[src/rtl/alu_pkg.sv]
// Shared definitions for the sequential ALU: op encodings, FSM states and
// the status-flag helper used by both the single-cycle and multiply paths.
package alu_pkg;

  localparam logic [2:0] OP_ADD = 3'b000;
  localparam logic [2:0] OP_SUB = 3'b001;
  localparam logic [2:0] OP_AND = 3'b010;
  localparam logic [2:0] OP_NOT = 3'b011;
  localparam logic [2:0] OP_MUL = 3'b100;

  typedef enum logic {
    IDLE = 1'b0,
    MUL  = 1'b1
  } state_t;

  typedef struct packed {
    logic z;
    logic n;
    logic v;
  } flags_t;

  // Z/N come from the value actually written to the result register; the
  // result is passed zero-extended to 64 bits so one helper serves any WIDTH.
  function automatic flags_t calc_flags(input logic [63:0] res,
                                        input logic [5:0]  msb,
                                        input logic        ovf);
    flags_t f;
    f.z = (res == 64'd0);
    f.n = res[msb];
    f.v = ovf;
    return f;
  endfunction

endpackage

[src/rtl/alu_mul_iter.sv]
// Iterative shift-add multiplier: one partial product per clock, WIDTH steps.
// done and product are the combinational view of the final step, so the
// caller can register the result on the same edge the last step completes.
module alu_mul_iter #(
  parameter int WIDTH = 16
) (
  input  logic               clk,
  input  logic               reset,
  input  logic               start,
  input  logic [WIDTH-1:0]   a,
  input  logic [WIDTH-1:0]   b,
  output logic               done,
  output logic [2*WIDTH-1:0] product
);

  localparam int CNT_W = $clog2(WIDTH + 1);

  logic [2*WIDTH-1:0] r_mcand;
  logic [WIDTH-1:0]   r_mplier;
  logic [2*WIDTH-1:0] r_acc;
  logic [CNT_W-1:0]   r_cnt;
  logic               r_run;

  logic [2*WIDTH-1:0] w_addend;
  logic [2*WIDTH-1:0] w_acc_next;

  // Partial product for the current multiplier bit and the accumulator after this step.
  always_comb begin
    w_addend   = r_mplier[0] ? r_mcand : {(2*WIDTH){1'b0}};
    w_acc_next = r_acc + w_addend;
  end

  assign done    = r_run && (r_cnt == CNT_W'(WIDTH - 1));
  assign product = w_acc_next;

  // Load operands on start, then shift-add once per cycle until WIDTH steps are done.
  always_ff @(posedge clk) begin
    if (reset) begin
      r_mcand  <= {(2*WIDTH){1'b0}};
      r_mplier <= {WIDTH{1'b0}};
      r_acc    <= {(2*WIDTH){1'b0}};
      r_cnt    <= {CNT_W{1'b0}};
      r_run    <= 1'b0;
    end else if (start) begin
      r_mcand  <= {{WIDTH{1'b0}}, a};
      r_mplier <= b;
      r_acc    <= {(2*WIDTH){1'b0}};
      r_cnt    <= {CNT_W{1'b0}};
      r_run    <= 1'b1;
    end else if (r_run) begin
      r_acc    <= w_acc_next;
      r_mcand  <= r_mcand << 1;
      r_mplier <= r_mplier >> 1;
      r_cnt    <= r_cnt + CNT_W'(1);
      if (r_cnt == CNT_W'(WIDTH - 1)) begin
        r_run <= 1'b0;
      end else begin
        r_run <= 1'b1;
      end
    end else begin
      r_run <= 1'b0;
    end
  end

endmodule

[src/rtl/alu_seq.sv]
// Registered datapath ALU with valid/ready input handshake, one-cycle
// out_valid pulse, Z/N/V status register and an iterative multiply op.
module alu_seq
  import alu_pkg::*;
#(
  parameter int WIDTH = 16
) (
  input  logic             clk,
  input  logic             reset,
  input  logic             in_valid,
  output logic             in_ready,
  input  logic [WIDTH-1:0] Ain,
  input  logic [WIDTH-1:0] Bin,
  input  logic [2:0]       ALUop,
  output logic [WIDTH-1:0] out,
  output logic             Z,
  output logic             N,
  output logic             V,
  output logic             out_valid,
  output logic             busy
);

  localparam int MSB = WIDTH - 1;

  state_t             r_state;
  logic [WIDTH-1:0]   r_out;
  logic               r_z;
  logic               r_n;
  logic               r_v;
  logic               r_out_valid;
  logic               r_busy;

  logic [WIDTH-1:0]   w_sum;
  logic [WIDTH-1:0]   w_diff;
  logic [WIDTH-1:0]   w_res;
  logic               w_ovf;
  flags_t             w_sc_flags;
  flags_t             w_mul_flags;
  logic               w_accept;
  logic               w_mul_start;
  logic               w_mul_done;
  logic [2*WIDTH-1:0] w_prod;

  assign in_ready    = (r_state == IDLE);
  assign w_accept    = in_valid && in_ready;
  assign w_mul_start = w_accept && (ALUop == OP_MUL);

  assign out       = r_out;
  assign Z         = r_z;
  assign N         = r_n;
  assign V         = r_v;
  assign out_valid = r_out_valid;
  assign busy      = r_busy;

  alu_mul_iter #(
    .WIDTH (WIDTH)
  ) u_mul (
    .clk     (clk),
    .reset   (reset),
    .start   (w_mul_start),
    .a       (Ain),
    .b       (Bin),
    .done    (w_mul_done),
    .product (w_prod)
  );

  // Single-cycle result and signed-overflow selection; reserved ops yield zero.
  always_comb begin
    w_sum  = Ain + Bin;
    w_diff = Ain - Bin;
    w_res  = {WIDTH{1'b0}};
    w_ovf  = 1'b0;
    case (ALUop)
      OP_ADD: begin
        w_res = w_sum;
        w_ovf = (Ain[MSB] == Bin[MSB]) && (w_sum[MSB] != Ain[MSB]);
      end
      OP_SUB: begin
        w_res = w_diff;
        w_ovf = (Ain[MSB] != Bin[MSB]) && (w_diff[MSB] != Ain[MSB]);
      end
      OP_AND: begin
        w_res = Ain & Bin;
        w_ovf = 1'b0;
      end
      OP_NOT: begin
        w_res = ~Bin;
        w_ovf = 1'b0;
      end
      default: begin
        w_res = {WIDTH{1'b0}};
        w_ovf = 1'b0;
      end
    endcase
    w_sc_flags  = calc_flags(64'(w_res), 6'(MSB), w_ovf);
    w_mul_flags = calc_flags(64'(w_prod[WIDTH-1:0]), 6'(MSB),
                             |w_prod[2*WIDTH-1:WIDTH]);
  end

  // Control FSM: accepts ops in IDLE, waits for the multiplier in MUL, and owns all result registers.
  always_ff @(posedge clk) begin
    if (reset) begin
      r_state     <= IDLE;
      r_out       <= {WIDTH{1'b0}};
      r_z         <= 1'b0;
      r_n         <= 1'b0;
      r_v         <= 1'b0;
      r_out_valid <= 1'b0;
      r_busy      <= 1'b0;
    end else begin
      r_out_valid <= 1'b0;
      case (r_state)
        IDLE: begin
          if (w_mul_start) begin
            r_state <= MUL;
            r_busy  <= 1'b1;
          end else if (w_accept) begin
            r_out       <= w_res;
            r_z         <= w_sc_flags.z;
            r_n         <= w_sc_flags.n;
            r_v         <= w_sc_flags.v;
            r_out_valid <= 1'b1;
          end else begin
            r_busy <= 1'b0;
          end
        end
        MUL: begin
          if (w_mul_done) begin
            r_out       <= w_prod[WIDTH-1:0];
            r_z         <= w_mul_flags.z;
            r_n         <= w_mul_flags.n;
            r_v         <= w_mul_flags.v;
            r_out_valid <= 1'b1;
            r_busy      <= 1'b0;
            r_state     <= IDLE;
          end else begin
            r_busy <= 1'b1;
          end
        end
        default: begin
          r_state <= IDLE;
          r_busy  <= 1'b0;
        end
      endcase
    end
  end

endmodule

[config.mk]
export PLATFORM = sky130hd
export DESIGN_NAME = alu_seq
export DESIGN_NICKNAME = d
export VERILOG_FILES = /design/src/rtl/alu_pkg.sv /design/src/rtl/alu_mul_iter.sv /design/src/rtl/alu_seq.sv
export SDC_FILE = /design/constraint.sdc
export NUM_CORES = 1
export LEC_CHECK = 0
export ABC_AREA = 1
export BUFFER_PORTS_ARGS = -buffer_cell sky130_fd_sc_hd__buf_2
export CAP_MARGIN = 0
export CORE_ASPECT_RATIO = 1.75
export CORE_MARGIN = 2
export CORE_UTILIZATION = 45
export CTS_CLUSTER_SIZE = 20
export DETAILED_ROUTE_END_ITERATION = 10
export PLACE_DENSITY = 0.73
export SLEW_MARGIN = 20
export SYNTH_ARGS = -nofsm -noshare
export SYNTH_HDL_FRONTEND = slang
export SYNTH_SLANG_ARGS = --single-unit
[constraint.sdc]
create_clock -name clk -period 3.2 [get_ports clk]
set_clock_uncertainty 0.05 [all_clocks]
set_input_delay 0.64 -clock clk [delete_from_list [all_inputs] [get_ports clk]]
set_output_delay 0.64 -clock clk [all_outputs]
set_load 0.02 [all_outputs]
After elaboration in Yosys (flattened, before gate mapping)
Index checks and enable logic that the tools add are counted.

Register bits after elaboration: 108. Input port bits: 38. Output and inout port bits: 22. Logic and storage cells: 81.

$add $sub $neg: 4. Equality and inequality tests: 13. Multiplexer cells: 36. Bitwise operators: 3. Reduce and logical (&&, ||, !) cells: 12.

Operators by type and width (number): 16-bit 2-to-1 mux (7); 16-bit case mux with 4 select lines (1); 32-bit adder (1); 16-bit logical NOT (2); 32-bit 2-to-1 mux (1); 16-bit case mux with 2 select lines (1); 1-bit 2-to-1 mux (19); 16-bit adder (1); 16-bit AND (1); 16-bit inverter (1); 16-bit OR reduction (1); 16-bit subtractor (1); 1-bit case mux with 2 select lines (7); 3-bit by 2-bit == test with 1-bit output, second input constant (2); 5-bit by 1-bit adder with 5-bit output, second input constant (1); 5-bit by 4-bit == test with 1-bit output, second input constant (1); 1-bit logical AND (5); 2-bit by 1-bit != test with 1-bit output, second input constant (2); 3-bit by 1-bit == test with 1-bit output, second input constant (1); 3-bit == test, second input constant (1); 3-bit logical NOT (1); 1-bit != test (3); 3-bit by 2-bit != test with 1-bit output, second input constant (1); 3-bit AND reduction (1); other kinds (5) (5).

Longest topological paths before layout
Gate-level depths: netlist (run 1).

Depth after elaboration: 7. Mapped depth: 22. Gate-level depth less buffers: 20.

Hierarchy
Synthesis (run 1) repeated with hierarchy kept, for this count alone.

Cells, all modules: 1592. Area total of the unflattened synthesis: 9248.9 um^2.

By module, submodules not included: alu_mul_iter (instances 1, cells an instance 1010, area each 6024.5 um^2, sequential area each 1721.7 um^2); alu_seq (instances 1, cells an instance 582, area each 3224.3 um^2, sequential area each 420.4 um^2).

Worst setup path before layout (run 1)
OpenSTA, ideal clock, no wires.

Path type: register -> register. Start: register u_mul.r_mplier[0]. End: register r_v (netlist: V). Library setup time: 0.112 ns. Arrival time: 2.377 ns. Required time: 3.038 ns. Setup slack: 0.661 ns. Cell stages (with the launch flop): 23. Buffers on the path: 2. Clock period less this slack: 2.539 ns. Cells stage by stage: dfxtp_1 > clkbuf_1 > clkbuf_1 > nand2_1 > inv_1 > ha_1 > fa_1 > nand3_1 > nand2_1 > nand2_1 > nand2_2 > nand3_1 > nand2_1 > nand2_1 > nand2_1 > nand2_1 > nand2_1 > nor2_1 > nand2_1 > nor2_1 > nand2_1 > nand2_1 > nand2_1.

Longest elaborated chain between the ends: 5.

RTL lines: start: declaration (line alu_mul_iter.sv:19) `logic [WIDTH-1:0] r_mplier;`; start signal: assignment (line alu_mul_iter.sv:40) `r_mplier <= {WIDTH{1'b0}};`; start signal: assignment (line alu_mul_iter.sv:53) `r_mplier <= r_mplier >> 1;`; 32-bit 2-to-1 mux (line alu_mul_iter.sv:29) `w_addend = r_mplier[0] ? r_mcand : {(2*WIDTH){1'b0}};`; 32-bit adder (line alu_mul_iter.sv:30) `w_acc_next = r_acc + w_addend;`; 16-bit OR reduction (line alu_seq.sv:97) `|w_prod[2*WIDTH-1:WIDTH]);`; 1-bit 2-to-1 mux (line alu_seq.sv:128) `if (w_mul_done) begin`; 1-bit case mux with 2 select lines (line alu_seq.sv:112) `case (r_state)`; end signal: assignment (line alu_seq.sv:121) `r_v <= w_sc_flags.v;`; end signal: assignment (line alu_seq.sv:132) `r_v <= w_mul_flags.v;`; end: declaration (line alu_seq.sv:29) `logic r_v;`.

Every way passes these cells. The select of a mux whose other input is x is not followed. A chain may end at the register's enable or synchronous reset.

Final worst setup path (run 1)
Same ends and word-level chain as after synthesis.

==> results.sh, run 1 <==
export IMPL_grt_pass1_wl_mm=50.1
export IMPL_cts_sinks=107
export IMPL_worstSetupStartpointType="flip-flop"
export IMPL_antenna_found_initial=0
export IMPL_vias=10200
export IMPL_crit_arrival_ns=3.24
export IMPL_drt_total_wl_mm=32.0
export IMPL_dieArea_um2=21500
export IMPL_rsz0062_at_grt="false"
export IMPL_finalHoldViolations=0
export IMPL_grt_usage=0.299
export IMPL_synth_avg_cell_area_um2=5.81
export IMPL_remaining_drc_errors=0
export IMPL_ir_drop_v=0.000247
export IMPL_status="complete, no violations"
export IMPL_cap_viol_max_count=0
export IMPL_grt_max_degree=62
export IMPL_die_w_um=112
export IMPL_cts_inserted_buffers=9
export IMPL_rows=68
export IMPL_slew_headroom=0.383
export IMPL_syn_nets=1675
export IMPL_synth_seq_area_share=0.235
export IMPL_yosysWarningCount=0
export IMPL_layout_drive_gt1_share=0.0795
export IMPL_end_kind="flip-flop"
export IMPL_initial_core_util=0.460
export IMPL_htreeDepth=3
export IMPL_synth_distinct_cells=41
export IMPL_critPathSlowestCell="dfxtp_1"
export IMPL_setup_viol=0
export IMPL_fin_total_pwr_w=0.00340
export IMPL_async_reset_ff_frac=0
export IMPL_via_per_inst=5.50
export IMPL_port_buffers=59
export IMPL_setup_tns_ns=0
export IMPL_worst_slew_pin_slew_ns=0.925
export IMPL_routedWlPerCell_um=17.3
export IMPL_holdWs_ns=0.405
export IMPL_diodes=0
export IMPL_cell_internal_pwr_w=0.00233
export IMPL_synthCells=1569
export IMPL_drv_slew=0
export IMPL_cts_tree="yes"
export IMPL_required_ns=3.41
export IMPL_root_buffer="clkbuf_16"
export IMPL_period_share=0.947
export IMPL_cpLargestDelayFamily="simple AND/OR/NAND/NOR gates"
export IMPL_p_switching_w=0.00107
export IMPL_swShare=0.314
export IMPL_grt_ovfl_total=0
export IMPL_combPwrFrac=0.218
export IMPL_path_cells="buf_12 > nand2_1 > inv_1 > ha_1 > a21oi_1 > o21ai_0 > nand2_1 > nand2_1 > nand2_1 > nand3_1 > xnor2_1 > nand3_1 > nor2_1 > nand2_1 > nand2_1 > nand2_1"
export IMPL_finalCriticalPeriod_ns=3.03
export IMPL_cts_path_max_buffers=2
export IMPL_gp_congestion=1.01
export IMPL_cpMostUsedCell="nand2_1"
export IMPL_firstDrtPassIters=7
export IMPL_grt_pass1_vias=10061
export IMPL_fmax_ghz=0.330
export IMPL_worstSetupPathType="flip-flop to flip-flop"
export IMPL_fin_cells=1856
export IMPL_seq_power_share=0.412
export IMPL_power_density_nw_per_um2=341
export IMPL_max_stage_delay_ns=0.42
export IMPL_pre_cts_ws_ns=0.162
export IMPL_clk_latency_ns=0.36
export IMPL_fin_ws_ns=0.168
export IMPL_hold_class="flip-flop to flip-flop"
export IMPL_clk_pin_slew_ns=0.07
export IMPL_power_frac_clock=0.370
export IMPL_synth_flop_cell="dfxtp_1"
export IMPL_antenna_left=0
export IMPL_synth_edf_count=0
export IMPL_drt_initial_drc_count=597
export IMPL_place_inst=1840
export IMPL_nFillCells=2167
export IMPL_die_h_um=192
export IMPL_nNetsFinal=1712
export IMPL_ioPinCount=60
export IMPL_path_buf_inv=2
export IMPL_ys_ff_latch=107
export IMPL_netlist_area_um2=9120
export IMPL_p_leak_nw=5.31
export IMPL_area_growth_pct=9.29
export IMPL_cp_max_fo=30
export IMPL_hpwl_mm=26.1
export IMPL_coreArea_um2=19800
[final cells by class]
class,instances,area [um^2],area share
sequential,107,2150,0.215
clock buffer,13,260,0.0261
clock inverter,3,68.8,0.00691
multi-input combinational,1160,5790,0.581
tap,245,307,0.0308
timing repair buffer,79,458,0.0460
inverter,249,935,0.0938
[cells in the mapped netlist (5+ instances only)]
| master | number | area share |
|---|---|---|
| nand4_1 | 18 | 0.012 |
| a31oi_1 | 30 | 0.021 |
| buf_1 | 5 | 0.0021 |
| nand2_2 | 6 | 0.0041 |
| nor2_1 | 152 | 0.063 |
| nand3_1 | 136 | 0.075 |
| nand2_1 | 505 | 0.21 |
| inv_1 | 239 | 0.098 |
| dfxtp_1 | 107 | 0.23 |
| buf_4 | 5 | 0.0041 |
| clkbuf_1 | 30 | 0.012 |
| buf_2 | 9 | 0.0049 |
| a21oi_1 | 86 | 0.047 |
| o21ai_0 | 71 | 0.039 |
| ha_1 | 65 | 0.089 |
| a22oi_1 | 7 | 0.0058 |
| xor2_1 | 12 | 0.012 |
| o22ai_1 | 5 | 0.0034 |
| inv_2 | 9 | 0.0037 |
| o211ai_1 | 15 | 0.012 |
| nor3_1 | 9 | 0.0049 |
| nor2_2 | 8 | 0.0055 |
[repair_timing]
action / 4_1_cts / 5_1_grt
endpoints found under the setup margin: 0 / 1
setup buffers: 0 / 0
resized for setup: 0 / 2
hold buffers: 0 / 0
hold endpoints to repair: 0 / 0
[through the flow]
stage / utilization / area [um^2]
6_report: 0.503 / 9970
5_1_grt: 0.503 / 9970
4_1_cts: 0.502 / 9960
3_5_place_dp: 0.486 / 9630
3_3_place_gp: 0.486 / 9630
2_1_floorplan: - / 9120
[flip-flops by register name, summed over array words and instances (netlist names)]
register	count
Z	1
V	1
u_mul.r_mplier	16
u_mul.r_cnt	5
out	16
u_mul.r_mcand	32
r_state	1
busy	1
u_mul.r_acc	32
u_mul.r_run	1
out_valid	1
[layer usage]
layer  GRT usage  vias up  routed length, um
met1       0.269     4638              10800
li1            -     5057                  -
met2       0.584      340              17000
met4       0.253        0               3030
met3      0.0342      165               1190
met5           0        -                  0
[tightest hold or removal path, stage by stage, from the launching register on]
cell and delay (ns):
dfxtp_1 0.31, nand2_1 0.06, nand2_1 0.04
[power by group through the flow]
stage / Sequential [W] / Combinational [W] / Clock, W
finish: 0.00140 / 0.000740 / 0.00126
floorplan: 0.00144 / 0.000485 / 0
global placement: 0.00143 / 0.000720 / 0
CTS: 0.00140 / 0.000730 / 0.00126
global route: 0.00140 / 0.000819 / 0.00131
detailed placement: 0.00143 / 0.000726 / 0
[worst paths after layout]
| kind | startpoint | slack (ns) | cells after the start | end |
|---|---|---|---|---|
| min reg2reg | out[9] | 0.41 | 2 | out[9] |
| max | u_mul.r_mplier[0] | 0.17 | 16 | V |
| min | out[9] | 0.41 | 2 | out[9] |
| max reg2reg | u_mul.r_mplier[0] | 0.17 | 16 | V |
[cells by family (layout without fill, tap and decap cells)]
kind of cell	count (synthesis)	after routing	share of synthesized area
and+or+nand+nor	849	849	0.384
buffers and inverters	302	344	0.131
AOI/OAI and AO/OA	227	227	0.139
DFF	107	107	0.235
adders and majority gates	68	68	0.0958
xor gates and xnor gates	16	16	0.0154
[cell usage in the layout, fill, tap and decap left out, drive strengths merged]
master / n
buf: 79
nand4: 18
nand2: 511
and2: 3
inv: 249
o21bai: 3
o21ai: 75
a21oi: 89
and3: 1
o22ai: 5
a31oi: 30
bufinv: 2
or2: 3
ha: 65
nor2: 160
xnor2: 4
clkbuf: 13
dfxtp: 107
a22oi: 7
o2111ai: 1
nand3: 139
clkinv: 1
a32o: 1
o21a: 1
nor4: 2
fa: 3
nor3: 9
xor2: 12
o211ai: 15
nand3b: 3
(Power assumes the default switching activity.)
==> run 2, diff against run 1 <==
- GPL_TIMING_DRIVEN: unset -> 0
==> results.sh, run 2 (synthesis gave the netlist of run 1 again) <==
export IMPL_fin_cells=1887
export IMPL_grtUsageMet1=0.283
export IMPL_finalHoldViolations=0
export IMPL_grt_max_degree=18
export IMPL_cp_max_fo=10
export IMPL_grt_ovfl_total=0
export IMPL_root_buffer="clkbuf_16"
export IMPL_via_per_inst=5.49
export IMPL_cpMostUsedCell="nand2_1"
export IMPL_coreArea_um2=19800
export IMPL_max_stage_delay_ns=0.44
export IMPL_power_density_nw_per_um2=332
export IMPL_placed_area_um2=9720
export IMPL_slew_headroom=0.491
export IMPL_drt_total_wl_mm=34.3
export IMPL_worstSetupStartpointType="flip-flop"
export IMPL_grt_pass1_wl_mm=52.7
export IMPL_final_area_um2=10000
export IMPL_layout_drive_gt1_share=0.0780
export IMPL_place_inst=1872
export IMPL_required_ns=3.41
export IMPL_ir_drop_v=0.000314
export IMPL_initial_core_util=0.460
export IMPL_layout_common_cells="nand2_1 (503), inv_1 (239), nor2_1 (152)"
export IMPL_setup_tns_ns=0
export IMPL_drt_initial_drc_count=757
export IMPL_firstDrtPassIters=7
export IMPL_port_buffers=58
export IMPL_diodes=0
export IMPL_p_leak_nw=5.32
export IMPL_grt_pass1_vias=10237
export IMPL_period_share=0.945
export IMPL_die_h_um=192
export IMPL_ioPinCount=60
export IMPL_worstSetupPathType="flip-flop to flip-flop"
export IMPL_rsz0062_at_grt="false"
export IMPL_gr_usage_met2=0.628
export IMPL_setup_viol=0
export IMPL_grt_usage=0.320
export IMPL_cts_inserted_buffers=9
export IMPL_cts_sinks=107
export IMPL_layout_commonest_cell="nand2_1"
export IMPL_dieArea_um2=21500
export IMPL_vias=10366
export IMPL_clk_latency_ns=0.36
export IMPL_path_buf_inv=2
export IMPL_cts_path_max_buffers=2
export IMPL_gp_congestion=1.08
export IMPL_cap_viol_max_count=0
export IMPL_clk_pin_slew_ns=0.07
export IMPL_path_cells="clkbuf_2 > nand2_1 > inv_1 > ha_1 > a21oi_1 > o21ai_0 > nand2_1 > nand2_1 > a21oi_1 > nand2_1 > nand2_1 > nand2_1 > nor2_1 > nand2_1 > nor2_1 > nand2_1 > nand2_1 > nand2_1"
export IMPL_hpwl_mm=28.7
export IMPL_nNetsFinal=1743
export IMPL_antenna_left=0
export IMPL_cts_setup_buffers=0
export IMPL_critPathSlowestCell="dfxtp_1"
export IMPL_utilization=0.506
export IMPL_cts_tree="yes"
export IMPL_drv_slew=0
export IMPL_cpLargestDelayFamily="simple AND/OR/NAND/NOR gates"
export IMPL_busiest_layer="met2"
export IMPL_reg_top3="u_mul.r_acc x32, u_mul.r_mcand x32"
export IMPL_status="complete, no violations"
export IMPL_hold_class="flip-flop to flip-flop"
export IMPL_area_growth_pct=10.0
export IMPL_finalCriticalPeriod_ns=3.03
export IMPL_met3_usage=0.0311
export IMPL_htreeDepth=3
export IMPL_fmax_ghz=0.331
export IMPL_remaining_drc_errors=0
export IMPL_rows=68
export IMPL_fin_total_pwr_w=0.00334
export IMPL_die_w_um=112
export IMPL_antenna_found_initial=0
export IMPL_end_kind="flip-flop"
export IMPL_crit_arrival_ns=3.23
export IMPL_worst_slew_pin_slew_ns=0.763
export IMPL_routedWlPerCell_um=18.2
==> run 2: changes by cell type in the layout (fill, tap and decap cells not counted), moves of 2 or more <==
cell | before | now
clkbuf_1 | 2 | 28
buf_4 | 19 | 6
buf_2 | 59 | 67
buf_1 | 0 | 5
buf_6 | 0 | 4
clkbuf_2 | 0 | 2
nand2_1 | 505 | 503
nand2_2 | 6 | 8
nor2_1 | 150 | 152
nor2_2 | 10 | 8
==> run 2: area by class of cell <==
type,instances,area [um^2]
Clock buffer,12,246
Clock inverter,4,56.3
Sequential cell,107,2140
Buffer,52,262
Inverter,249,935
Fill cell,2164,9790
Multi-Input combinational cell,1160,5790
Tap cell,245,307
Timing Repair Buffer,58,290
==> run 2: power by group <==
part | switching [W] | internal, W
sequential | 0.0000277 | 0.00137
combinational | 0.000532 | 0.000234
clock | 0.000534 | 0.000637
total | 0.00109 | 0.00224
==> run 2: repair_timing <==
item | in CTS | in global routing
resized for setup | 6 | 4
hold buffers | 0 | 0
gates cloned | 0 | 0
endpoints found under the hold margin | 0 | 0
endpoints found under the setup margin | 7 | 2
==> run 2: worst reg2reg max path, stage by stage, from the launching register on <==
cell	delay (ns)
dfxtp_1	0.44
clkbuf_2	0.33
nand2_1	0.11
inv_1	0.08
ha_1	0.28
a21oi_1	0.33
o21ai_0	0.18
nand2_1	0.09
nand2_1	0.09
a21oi_1	0.19
nand2_1	0.07
nand2_1	0.06
nand2_1	0.13
nor2_1	0.14
nand2_1	0.09
nor2_1	0.09
nand2_1	0.08
nand2_1	0.06
nand2_1	0.04
==> run 2: path summary, 6_finish.rpt <==
check	startpoint	depth (start not counted)	end	slack, ns
worst min-delay path	out[9]	2	out[9]	0.40
worst max-delay path	u_mul.r_mplier[0]	18	V	0.17
worst min register to register	out[9]	2	out[9]	0.40
worst max register to register	u_mul.r_mplier[0]	18	V	0.17
==> run 2: stage by stage <==
stage                     hold slack (ns)  setup slack, ns
after detailed placement            0.393           -0.334
final                               0.403            0.175
after global placement              0.389           -0.297
after floorplan                     0.391            0.661
after CTS                           0.407           0.0418
after global routing                0.422           0.0218
==> run 2: routing by layer <==
metal	part of all wire	up-vias
li1	-	5115
met2	0.54	450
met5	0	-
met1	0.32	4618
met3	0.043	183
met4	0.099	0
==> run 3, diff against run 2 <==
- MAX_ROUTING_LAYER: unset -> met4
==> results.sh, run 3 (synthesis gave the netlist of run 1 again) <==
export IMPL_cell_internal_pwr_w=0.00221
export IMPL_rrSetupSlack_ns=0.20
export IMPL_grt_usage=0.332
export IMPL_drt_total_wl_mm=34.7
export IMPL_nFillCells=2120
export IMPL_routedWlPerCell_um=18.4
export IMPL_clk_latency_ns=0.37
export IMPL_initial_core_util=0.460
export IMPL_fmax_ghz=0.333
export IMPL_finalHoldViolations=0
export IMPL_via_per_inst=5.51
export IMPL_crit_arrival_ns=3.21
export IMPL_cap_viol_max_count=0
export IMPL_grt_max_degree=18
export IMPL_swShare=0.331
export IMPL_htreeDepth=3
export IMPL_reg_top3="u_mul.r_acc x32, u_mul.r_mcand x32"
export IMPL_worstSetupStartpointType="flip-flop"
export IMPL_ir_drop_v=0.000315
export IMPL_rsz0062_at_grt="false"
export IMPL_status="complete, no violations"
export IMPL_combPwrFrac=0.234
export IMPL_worst_slew_pin_slew_ns=0.730
export IMPL_cts_tree="yes"
export IMPL_die_w_um=112
export IMPL_antenna_found_initial=0
export IMPL_power_frac_clock=0.344
export IMPL_cts_inserted_buffers=9
export IMPL_cts_hold_buf=0
export IMPL_vias=10389
export IMPL_period_share=0.937
export IMPL_grt_pass1_vias=10332
export IMPL_antenna_left=0
export IMPL_fin_ws_ns=0.201
export IMPL_area_growth_pct=9.88
export IMPL_layout_common_cells="nand2_1 (505), inv_1 (239), nor2_1 (152)"
export IMPL_r2r_end="V"
export IMPL_p_leak_nw=5.32
export IMPL_drt_initial_drc_count=681
export IMPL_hold_class="flip-flop to flip-flop"
export IMPL_diodes=0
export IMPL_fin_cells=1887
export IMPL_dieArea_um2=21500
export IMPL_place_inst=1872
export IMPL_hpwl_mm=28.7
export IMPL_cts_path_max_buffers=2
export IMPL_port_buffers=58
export IMPL_firstDrtPassIters=6
export IMPL_ff2ff_path_depth=20
export IMPL_setup_viol=0
export IMPL_ioPinCount=60
export IMPL_die_h_um=192
export IMPL_whs_path_depth=2
export IMPL_grt_pass1_wl_mm=53.2
export IMPL_cts_setup_buffers=0
export IMPL_worstSetupPathType="flip-flop to flip-flop"
export IMPL_cp_max_fo=10
export IMPL_critPathLaunch="u_mul.r_mplier[0]"
export IMPL_slew_headroom=0.513
export IMPL_layout_drive_gt1_share=0.0786
export IMPL_nNetsFinal=1743
export IMPL_root_buffer="clkbuf_16"
export IMPL_seq_power_share=0.422
export IMPL_rows=68
export IMPL_drv_slew=0
export IMPL_cts_sinks=107
export IMPL_finalCriticalPeriod_ns=3.00
export IMPL_hold_start="out[9]"
export IMPL_p_switching_w=0.00109
export IMPL_r2r_start="u_mul.r_mplier[0]"
export IMPL_required_ns=3.41
export IMPL_coreArea_um2=19800
export IMPL_layout_commonest_cell="nand2_1"
export IMPL_hold_end="out[9]"
export IMPL_clk_pin_slew_ns=0.07
export IMPL_end_kind="flip-flop"
export IMPL_pre_cts_ws_ns=-0.235
export IMPL_remaining_drc_errors=0
export IMPL_gp_congestion=1.06
export IMPL_power_density_nw_per_um2=330
export IMPL_grt_ovfl_total=0
[run 3: cell count changes in the layout (fill, tap and decap cells not counted)]
cell      delta
nand2_1      +2
nand2_2      -2
buf_4        -1
a21oi_1      -1
clkinv_2     +3
clkbuf_1     -1
clkinv_4     -1
clkbuf_4     +1
a21oi_2      +1
dfxtp_2      +1
clkbuf_8     -1
dfxtp_1      -1
[run 3: worst max-delay path by stage]
stage | to | slack (ns)
detailed placement | V | -0.24
global placement | V | -0.22
finish | V | 0.20
global route | Z | 0.001
CTS | V | 0.06
floorplan | V | 0.66
[run 3: area by class of cell]
type                    count  area [um^2]  share of cell area
plain buffers              52          262              0.0261
clock buffers              10          229              0.0229
clock inverters             6         62.6             0.00624
inverters                 249          935              0.0933
multi-input cells        1160         5790               0.578
flip-flops and latches    107         2140               0.214
well taps                 245          307              0.0306
repair buffers             58          290              0.0290
[run 3: what timing repair did]
action | in CTS | in global routing
setup endpoints to repair | 5 | 6
pin swaps | 0 | 0
gates resized for setup | 6 | 2
[run 3: power by group through the flow]
stage          clock [W]  combinational (W)  sequential, W
5_1_grt          0.00119           0.000850        0.00140
4_1_cts          0.00114           0.000755        0.00140
2_1_floorplan          0           0.000485        0.00144
3_3_place_gp           0           0.000742        0.00143
3_5_place_dp           0           0.000751        0.00143
6_report         0.00114           0.000773        0.00140
[run 3: through the flow]
stage | hold WS, ns | util | TNS (ns) | total power, W | cell area, um^2
floorplan | 0.391 | - | 0 | 0.00192 | 9120
global placement | 0.388 | 0.490 | -0.431 | 0.00217 | 9720
detailed placement | 0.396 | 0.490 | -0.465 | 0.00218 | 9720
CTS | 0.410 | 0.505 | 0 | 0.00329 | 10000
global route | 0.431 | 0.505 | 0 | 0.00344 | 10000
finish | 0.405 | 0.505 | 0 | 0.00331 | 10000
[run 3: worst max-delay path, stage by stage (launching register included)]
cell and delay, ns:
dfxtp_2 0.39, clkbuf_4 0.24, nand2_1 0.07, inv_1 0.06, ha_2 0.30, fa_2 0.28
nand3_1 0.08, nand2_1 0.19, nand2_1 0.09, nand2_2 0.10, nand3_1 0.07, nand2_1 0.22
nand2_1 0.12, nand3_1 0.09, nand2_1 0.08, nor2_1 0.10, nand2_1 0.08, nor2_1 0.08
nand2_1 0.09, nand2_1 0.07, nand2_1 0.04
[run 3: routing by layer]
metal,vias to the layer above,track usage,routed length (um),share of wire
met5,-,-,0,0
met4,0,0.294,3570,0.10
met3,182,0.0320,1410,0.041
met2,384,0.634,18400,0.53
met1,4701,0.283,11300,0.32
li1,5122,-,-,-
